**src/rtl/mole_pkg.sv**
```systemverilog
// Shared definitions for the whack-a-mole round sequencer: state codes, hole width, defaults.
// Latency: none (types and constants only).
// Backpressure: not applicable.
package mole_pkg;

    // Width of a hole index coming from the mole_position block.
    localparam int HOLE_W  = 3;
    localparam int STATE_W = 3;

    // State codes, also shown on o_state for debug LEDs.
    localparam logic [STATE_W-1:0] IDLE_CODE   = 3'd0;
    localparam logic [STATE_W-1:0] SPAWN_CODE  = 3'd1;
    localparam logic [STATE_W-1:0] SETTLE_CODE = 3'd2;
    localparam logic [STATE_W-1:0] UP_CODE     = 3'd3;
    localparam logic [STATE_W-1:0] HIT_CODE    = 3'd4;
    localparam logic [STATE_W-1:0] MISS_CODE   = 3'd5;
    localparam logic [STATE_W-1:0] GAP_CODE    = 3'd6;
    localparam logic [STATE_W-1:0] OVER_CODE   = 3'd7;

    typedef enum logic [STATE_W-1:0] {
        ST_IDLE   = IDLE_CODE,
        ST_SPAWN  = SPAWN_CODE,
        ST_SETTLE = SETTLE_CODE,
        ST_UP     = UP_CODE,
        ST_HIT    = HIT_CODE,
        ST_MISS   = MISS_CODE,
        ST_GAP    = GAP_CODE,
        ST_OVER   = OVER_CODE
    } state_t;

    // Default game tuning.
    localparam int DEF_INIT_PERIOD = 100;
    localparam int DEF_MIN_PERIOD  = 20;
    localparam int DEF_PERIOD_STEP = 10;
    localparam int DEF_GAP_CYCLES  = 8;
    localparam int DEF_MAX_MISSES  = 3;
    localparam int DEF_PERIOD_W    = 24;

endpackage

```
**src/rtl/mole_timer.sv**
```systemverilog
// Loadable down-counter shared by the mole-up window and the hidden gap; zero flag is registered-count decode.
// Latency: load takes effect the cycle after it is asserted; zero reflects the current count.
// Backpressure: none; en simply pauses the count, which also holds at zero.
module mole_timer #(
    parameter int W = 24
) (
    input  logic         core_clk,
    input  logic         rst,
    input  logic         load,
    input  logic [W-1:0] value,
    input  logic         en,
    output logic         zero
);

    logic [W-1:0] count;

    // Load has priority over counting; the count never wraps below zero.
    always_ff @(posedge core_clk) begin
        if (rst) begin
            count <= '0;
        end else if (load) begin
            count <= value;
        end else if (en && (count != '0)) begin
            count <= count - W'(1);
        end
    end

    assign zero = (count == '0);

endmodule

```
**src/rtl/mole_round_controller.sv**
```systemverilog
// Round sequencer: spawns moles, times the up window, judges whacks, keeps score and misses.
// Latency: start -> SPAWN next cycle; matching whack -> HIT next cycle, score visible the cycle after.
// Backpressure: none; whacks outside UP and starts outside IDLE/OVER are dropped.
module mole_round_controller
    import mole_pkg::*;
#(
    parameter int INIT_PERIOD = DEF_INIT_PERIOD,
    parameter int MIN_PERIOD  = DEF_MIN_PERIOD,
    parameter int PERIOD_STEP = DEF_PERIOD_STEP,
    parameter int GAP_CYCLES  = DEF_GAP_CYCLES,
    parameter int MAX_MISSES  = DEF_MAX_MISSES,
    parameter int PERIOD_W    = DEF_PERIOD_W
) (
    input  logic              i_clk,
    input  logic              i_rst,
    input  logic              i_start,
    input  logic              i_whack_valid,
    input  logic [HOLE_W-1:0] i_whack_pos,
    input  logic [HOLE_W-1:0] i_mole_pos,
    output logic              o_change_position,
    output logic              o_mole_visible,
    output logic [7:0]        o_score,
    output logic [3:0]        o_misses,
    output logic              o_game_over,
    output logic [2:0]        o_state
);

    state_t              state;
    logic [PERIOD_W-1:0] period;
    logic [7:0]          score;
    logic [3:0]          misses;

    logic                timer_load;
    logic [PERIOD_W-1:0] timer_value;
    logic                timer_en;
    logic                timer_zero;

    logic                whack_hit;
    logic [PERIOD_W:0]   period_diff;
    logic [PERIOD_W-1:0] period_dec;
    logic [3:0]          misses_inc;

    assign whack_hit = i_whack_valid && (i_whack_pos == i_mole_pos);

    // One extra bit so a step larger than the current period shows up as a borrow.
    assign period_diff = {1'b0, period} - (PERIOD_W + 1)'(PERIOD_STEP);
    assign period_dec  = (period_diff[PERIOD_W] ||
                          (period_diff[PERIOD_W-1:0] < PERIOD_W'(MIN_PERIOD)))
                         ? PERIOD_W'(MIN_PERIOD) : period_diff[PERIOD_W-1:0];

    assign misses_inc = misses + 4'd1;

    // Timer is armed one cycle ahead of the window it measures: in SETTLE for UP, in HIT/MISS for GAP.
    always_comb begin
        timer_load  = 1'b0;
        timer_value = '0;
        timer_en    = (state == ST_UP) || (state == ST_GAP);
        if (state == ST_SETTLE) begin
            timer_load  = 1'b1;
            timer_value = period - PERIOD_W'(1);
        end else if ((state == ST_HIT) || (state == ST_MISS)) begin
            timer_load  = 1'b1;
            timer_value = PERIOD_W'(GAP_CYCLES - 1);
        end
    end

    mole_timer #(
        .W (PERIOD_W)
    ) u_timer (
        .core_clk (i_clk),
        .rst      (i_rst),
        .load     (timer_load),
        .value    (timer_value),
        .en       (timer_en),
        .zero     (timer_zero)
    );

    // Round FSM with the period, score and miss registers; a hit on the last UP cycle beats the timeout.
    always_ff @(posedge i_clk) begin
        if (i_rst) begin
            state  <= ST_IDLE;
            period <= PERIOD_W'(INIT_PERIOD);
            score  <= '0;
            misses <= '0;
        end else begin
            case (state)
                ST_IDLE, ST_OVER: begin
                    if (i_start) begin
                        score  <= '0;
                        misses <= '0;
                        period <= PERIOD_W'(INIT_PERIOD);
                        state  <= ST_SPAWN;
                    end
                end
                ST_SPAWN:  state <= ST_SETTLE;
                ST_SETTLE: state <= ST_UP;
                ST_UP: begin
                    if (whack_hit) begin
                        state <= ST_HIT;
                    end else if (timer_zero) begin
                        state <= ST_MISS;
                    end
                end
                ST_HIT: begin
                    if (score != 8'hFF) begin
                        score <= score + 8'd1;
                    end
                    period <= period_dec;
                    state  <= ST_GAP;
                end
                ST_MISS: begin
                    misses <= misses_inc;
                    state  <= (misses_inc == 4'(MAX_MISSES)) ? ST_OVER : ST_GAP;
                end
                ST_GAP: begin
                    if (timer_zero) begin
                        state <= ST_SPAWN;
                    end
                end
                default: state <= ST_IDLE;
            endcase
        end
    end

    assign o_change_position = (state == ST_SPAWN);
    assign o_mole_visible    = (state == ST_UP);
    assign o_game_over       = (state == ST_OVER);
    assign o_score           = score;
    assign o_misses          = misses;
    assign o_state           = state;

endmodule

```
**config.mk**
```make
export PLATFORM = sky130hd
export DESIGN_NAME = mole_round_controller
export DESIGN_NICKNAME = d
export VERILOG_FILES = /design/src/rtl/mole_pkg.sv /design/src/rtl/mole_timer.sv /design/src/rtl/mole_round_controller.sv
export SDC_FILE = /design/constraint.sdc
export NUM_CORES = 1
export LEC_CHECK = 0
export ABC_AREA = 1
export BUFFER_PORTS_ARGS = -buffer_cell sky130_fd_sc_hd__buf_2
export CAP_MARGIN = 40
export CORE_UTILIZATION = 30
export CTS_CLUSTER_DIAMETER = 60
export DETAILED_ROUTE_END_ITERATION = 16
export RECOVER_POWER = 50
export SLEW_MARGIN = 20
export SYNTH_ARGS = -nofsm -noshare
export SYNTH_HDL_FRONTEND = slang
export SYNTH_SLANG_ARGS = --single-unit
```
**constraint.sdc**
```tcl
create_clock -name i_clk -period 1.71 [get_ports i_clk]
set_input_delay 0.0855 -clock i_clk [delete_from_list [all_inputs] [get_ports i_clk]]
set_output_delay 0.0855 -clock i_clk [all_outputs]
set_load 0.02 [all_outputs]
```
==> results.sh <==
export IMPL_skew_ns=0.00522
export IMPL_cp_common_cell="nand2_1"
export IMPL_holdWs_ns=0.0732
export IMPL_vdd_drop_max_v=0.000648
export IMPL_hpwl_um=10200
export IMPL_layout_commonest_cell="buf_4"
export IMPL_root_buffer="clkbuf_16"
export IMPL_nNetsFinal=909
export IMPL_fin_crit_ns=1.97
export IMPL_ys_flop_type="dfxtp_1"
export IMPL_violations="setup timing"
export IMPL_p_clk_share_pct=16.3
export IMPL_clkTransAtPathRegs_ns=0.06
export IMPL_clock_path_buffers=2
export IMPL_hold_path_class="in2reg"
export IMPL_yosysUniqueCellTypes=37
export IMPL_reg2reg_slack_ns=-0.26
export IMPL_worstPathRequired_ns=1.93
export IMPL_grt_pass1_vias=4647
export IMPL_power_density_mw_per_mm2=1570
export IMPL_vias_per_cell=4.79
export IMPL_syn_to_final_growth_pct=52.5
export IMPL_cts_buffers=9
export IMPL_cts_htree_levels=3
export IMPL_avgSynthCellArea_um2=6.16
export IMPL_synth_edf_count=0
export IMPL_die_w_um=123
export IMPL_antennaDiodeCount=0
export IMPL_grt_max_degree=23
export IMPL_syn_nets=725
export IMPL_layout_common_cells="159 x buf_4, 135 x nand2_1, 81 x inv_1"
export IMPL_rows=43
export IMPL_hold_viol=0
export IMPL_vias=5166
export IMPL_internal_power_w=0.00579
export IMPL_io_pins=28
export IMPL_path_cells="nand2_1 -> nand2_4 -> nor2_4 -> nand2_1 -> nand2_1 -> inv_1 -> nand2_2 -> nor2_2 -> nand3_2 -> nor2_2 -> nand2_2 -> clkbuf_16 -> nand3_2 -> a21oi_1"
export IMPL_synth_async_reset_ratio_pct=0
export IMPL_clk_latency_ns=0.35
export IMPL_setup_ws_ns=-0.259
export IMPL_end_kind="flip-flop"
export IMPL_place_inst=1052
export IMPL_slowest_delay_ns=0.42
export IMPL_final_antenna_net_count=0
export IMPL_slew_viol_final=0
export IMPL_syn_cell_area_mm2=0.00437
export IMPL_arrival_ns=2.19
export IMPL_fin_util_pct=47.5
export IMPL_synth_warnings=0
export IMPL_coreArea_mm2=0.0140
export IMPL_route_detailed_drc=0
export IMPL_clock_fmax_mhz=508
export IMPL_synth_seq_cells=62
export IMPL_slowest_stage="dfxtp_1"
export IMPL_start_util_pct=31.1
export IMPL_comb_power_share_pct=64.4
export IMPL_status="finished, violations left"
export IMPL_worst_pin_slew_ns=0.409
export IMPL_p_leak_nw=2.93
export IMPL_path_class="reg2reg"
export IMPL_power_frac_seq_pct=19.2
export IMPL_relSlewSlack_pct=72.6
export IMPL_setup_viol=32
export IMPL_crit_fanout=8
export IMPL_gp_congestion=0.858
export IMPL_grt_pass1_wl_um=22200
export IMPL_stdcell_count=1078
export IMPL_period_share_pct=115
export IMPL_worst_setup_path_start_kind="flip-flop"
export IMPL_drt_initial_drc_count=302
export IMPL_dr_pass1_iters=5
export IMPL_p_switching_w=0.00467
export IMPL_io_buffers=27
export IMPL_drv_cap=0
export IMPL_drt_total_wl_um=13900
export IMPL_setup_tns_ns=-5.65
export IMPL_track_usage_pct=19.2
export IMPL_yosysSeqAreaShare_pct=28.4
export IMPL_antenna_found_initial=0
export IMPL_rsz0062_at_grt="yes"
export IMPL_cts_tree="built"
export IMPL_die_area_mm2=0.0151
export IMPL_die_h_um=123
export IMPL_sw_frac_of_total_pct=44.7
export IMPL_globalRouteOverflowTotal=0
export IMPL_wl_per_cell_um=12.9
export IMPL_syn_inst=709
export IMPL_drive_gt1_share_pct=35.5
export IMPL_nFillCells=1375
export IMPL_clock_sinks=62
==> kinds of logic (layout without fill, tap and decap cells) <==
family	after synthesis	in the layout	share of synthesized area [%]
buffers and inverters	116	304	10.8
AOI/OAI and AO/OA	140	140	17.7
adders and majority gates	6	6	1.72
and+or+nand+nor	364	365	37.1
xor gates and xnor gates	21	21	4.21
DFF	62	62	28.4
==> cell usage after synthesis (2+ instances only) <==
cell	count	area share [%]
nor2_4	4	1.0
nand2_2	3	0.43
nand2_1	155	13
nor2_1	91	7.8
nand3_1	59	6.8
a31oi_1	9	1.3
clkbuf_1	10	0.86
nor3_1	9	1.0
buf_6	3	0.77
nor2_2	5	0.72
nand3_2	2	0.46
o21bai_1	2	0.34
or2_2	8	1.1
buf_2	9	1.0
o211ai_1	5	0.86
a21oi_1	55	6.3
inv_1	89	7.6
ha_1	6	1.7
dfxtp_1	62	28
inv_2	3	0.26
a211oi_1	7	1.2
o21ai_0	56	6.4
nand4_1	24	3.4
xor2_1	13	2.6
xnor2_1	8	1.6
==> state kept, by name, summed over array words and instances, names as in the netlist <==
name	flops
u_timer.count	24
period	23
o_score	8
o_misses	4
o_state	3
==> critical path: cells and delay by family, from the launching register on <==
| kind | cells | cell delay [ns] |
|---|---|---|
| buf+inv | 2 | 0.29 |
| compound gates | 1 | 0.06 |
| flops | 1 | 0.42 |
| simple gates | 11 | 1.08 |
==> stage by stage <==
stage	power, W	worst slack, ns	cell area [µm²]
2_1_floorplan	0.00534	-0.0248	4430
3_3_place_gp	0.00770	-0.311	5890
3_5_place_dp	0.00772	-0.299	5890
4_1_cts	0.00985	-0.206	6400
5_1_grt	0.0112	-0.439	6660
6_report	0.0105	-0.259	6660
==> layer usage <==
layer / wire [µm] / GRT usage [%] / vias to the layer above / share of wire, %
li1: - / - / 2717 / -
met3: 448 / 3.11 / 33 / 3.2
met1: 6510 / 24.6 / 2318 / 47
met2: 6530 / 31.0 / 98 / 47
met5: 0 / 0 / - / 0
met4: 453 / 9.83 / 0 / 3.3
==> final timing paths <==
kind                                         startpoint                      end  depth (start not counted)
worst max register to register   period[3]$_SDFFE_PP0P_   period[7]$_SDFFE_PP0P_                         14
worst min-delay path                              i_rst  o_state[1]$_SDFFE_PP0P_                          2
worst min register to register  o_score[2]$_SDFFE_PP0P_  o_score[2]$_SDFFE_PP0P_                          2
worst max-delay path             period[3]$_SDFFE_PP0P_   period[7]$_SDFFE_PP0P_                         14
==> repair_timing <==
action                                  4_1_cts  5_1_grt
gates resized for setup                      53       73
hold buffers                                  0        0
hold endpoints to repair                      0        0
pin swaps                                    15       23
endpoints found under the setup margin       50       54
gates cloned                                  1        2
setup buffers                                 4        3
==> layout make-up <==
class / count / area [µm²] / area share, %
timing repair buffer: 195 / 1470 / 22.1
tap: 180 / 225 / 3.38
clock buffer: 9 / 225 / 3.38
inverter: 93 / 355 / 5.33
sequential: 62 / 1250 / 18.8
clock inverter: 7 / 51.3 / 0.770
multi-input combinational: 532 / 3080 / 46.2
==> power groups by stage <==
stage / registers, W / logic [W] / clock network, W
3_5_place_dp: 0.00201 / 0.00571 / 0
4_1_cts: 0.00200 / 0.00611 / 0.00174
2_1_floorplan: 0.00206 / 0.00328 / 0
5_1_grt: 0.00205 / 0.00735 / 0.00181
3_3_place_gp: 0.00200 / 0.00570 / 0
6_report: 0.00201 / 0.00674 / 0.00171
Note: power is estimated with default switching activity, not from simulation.
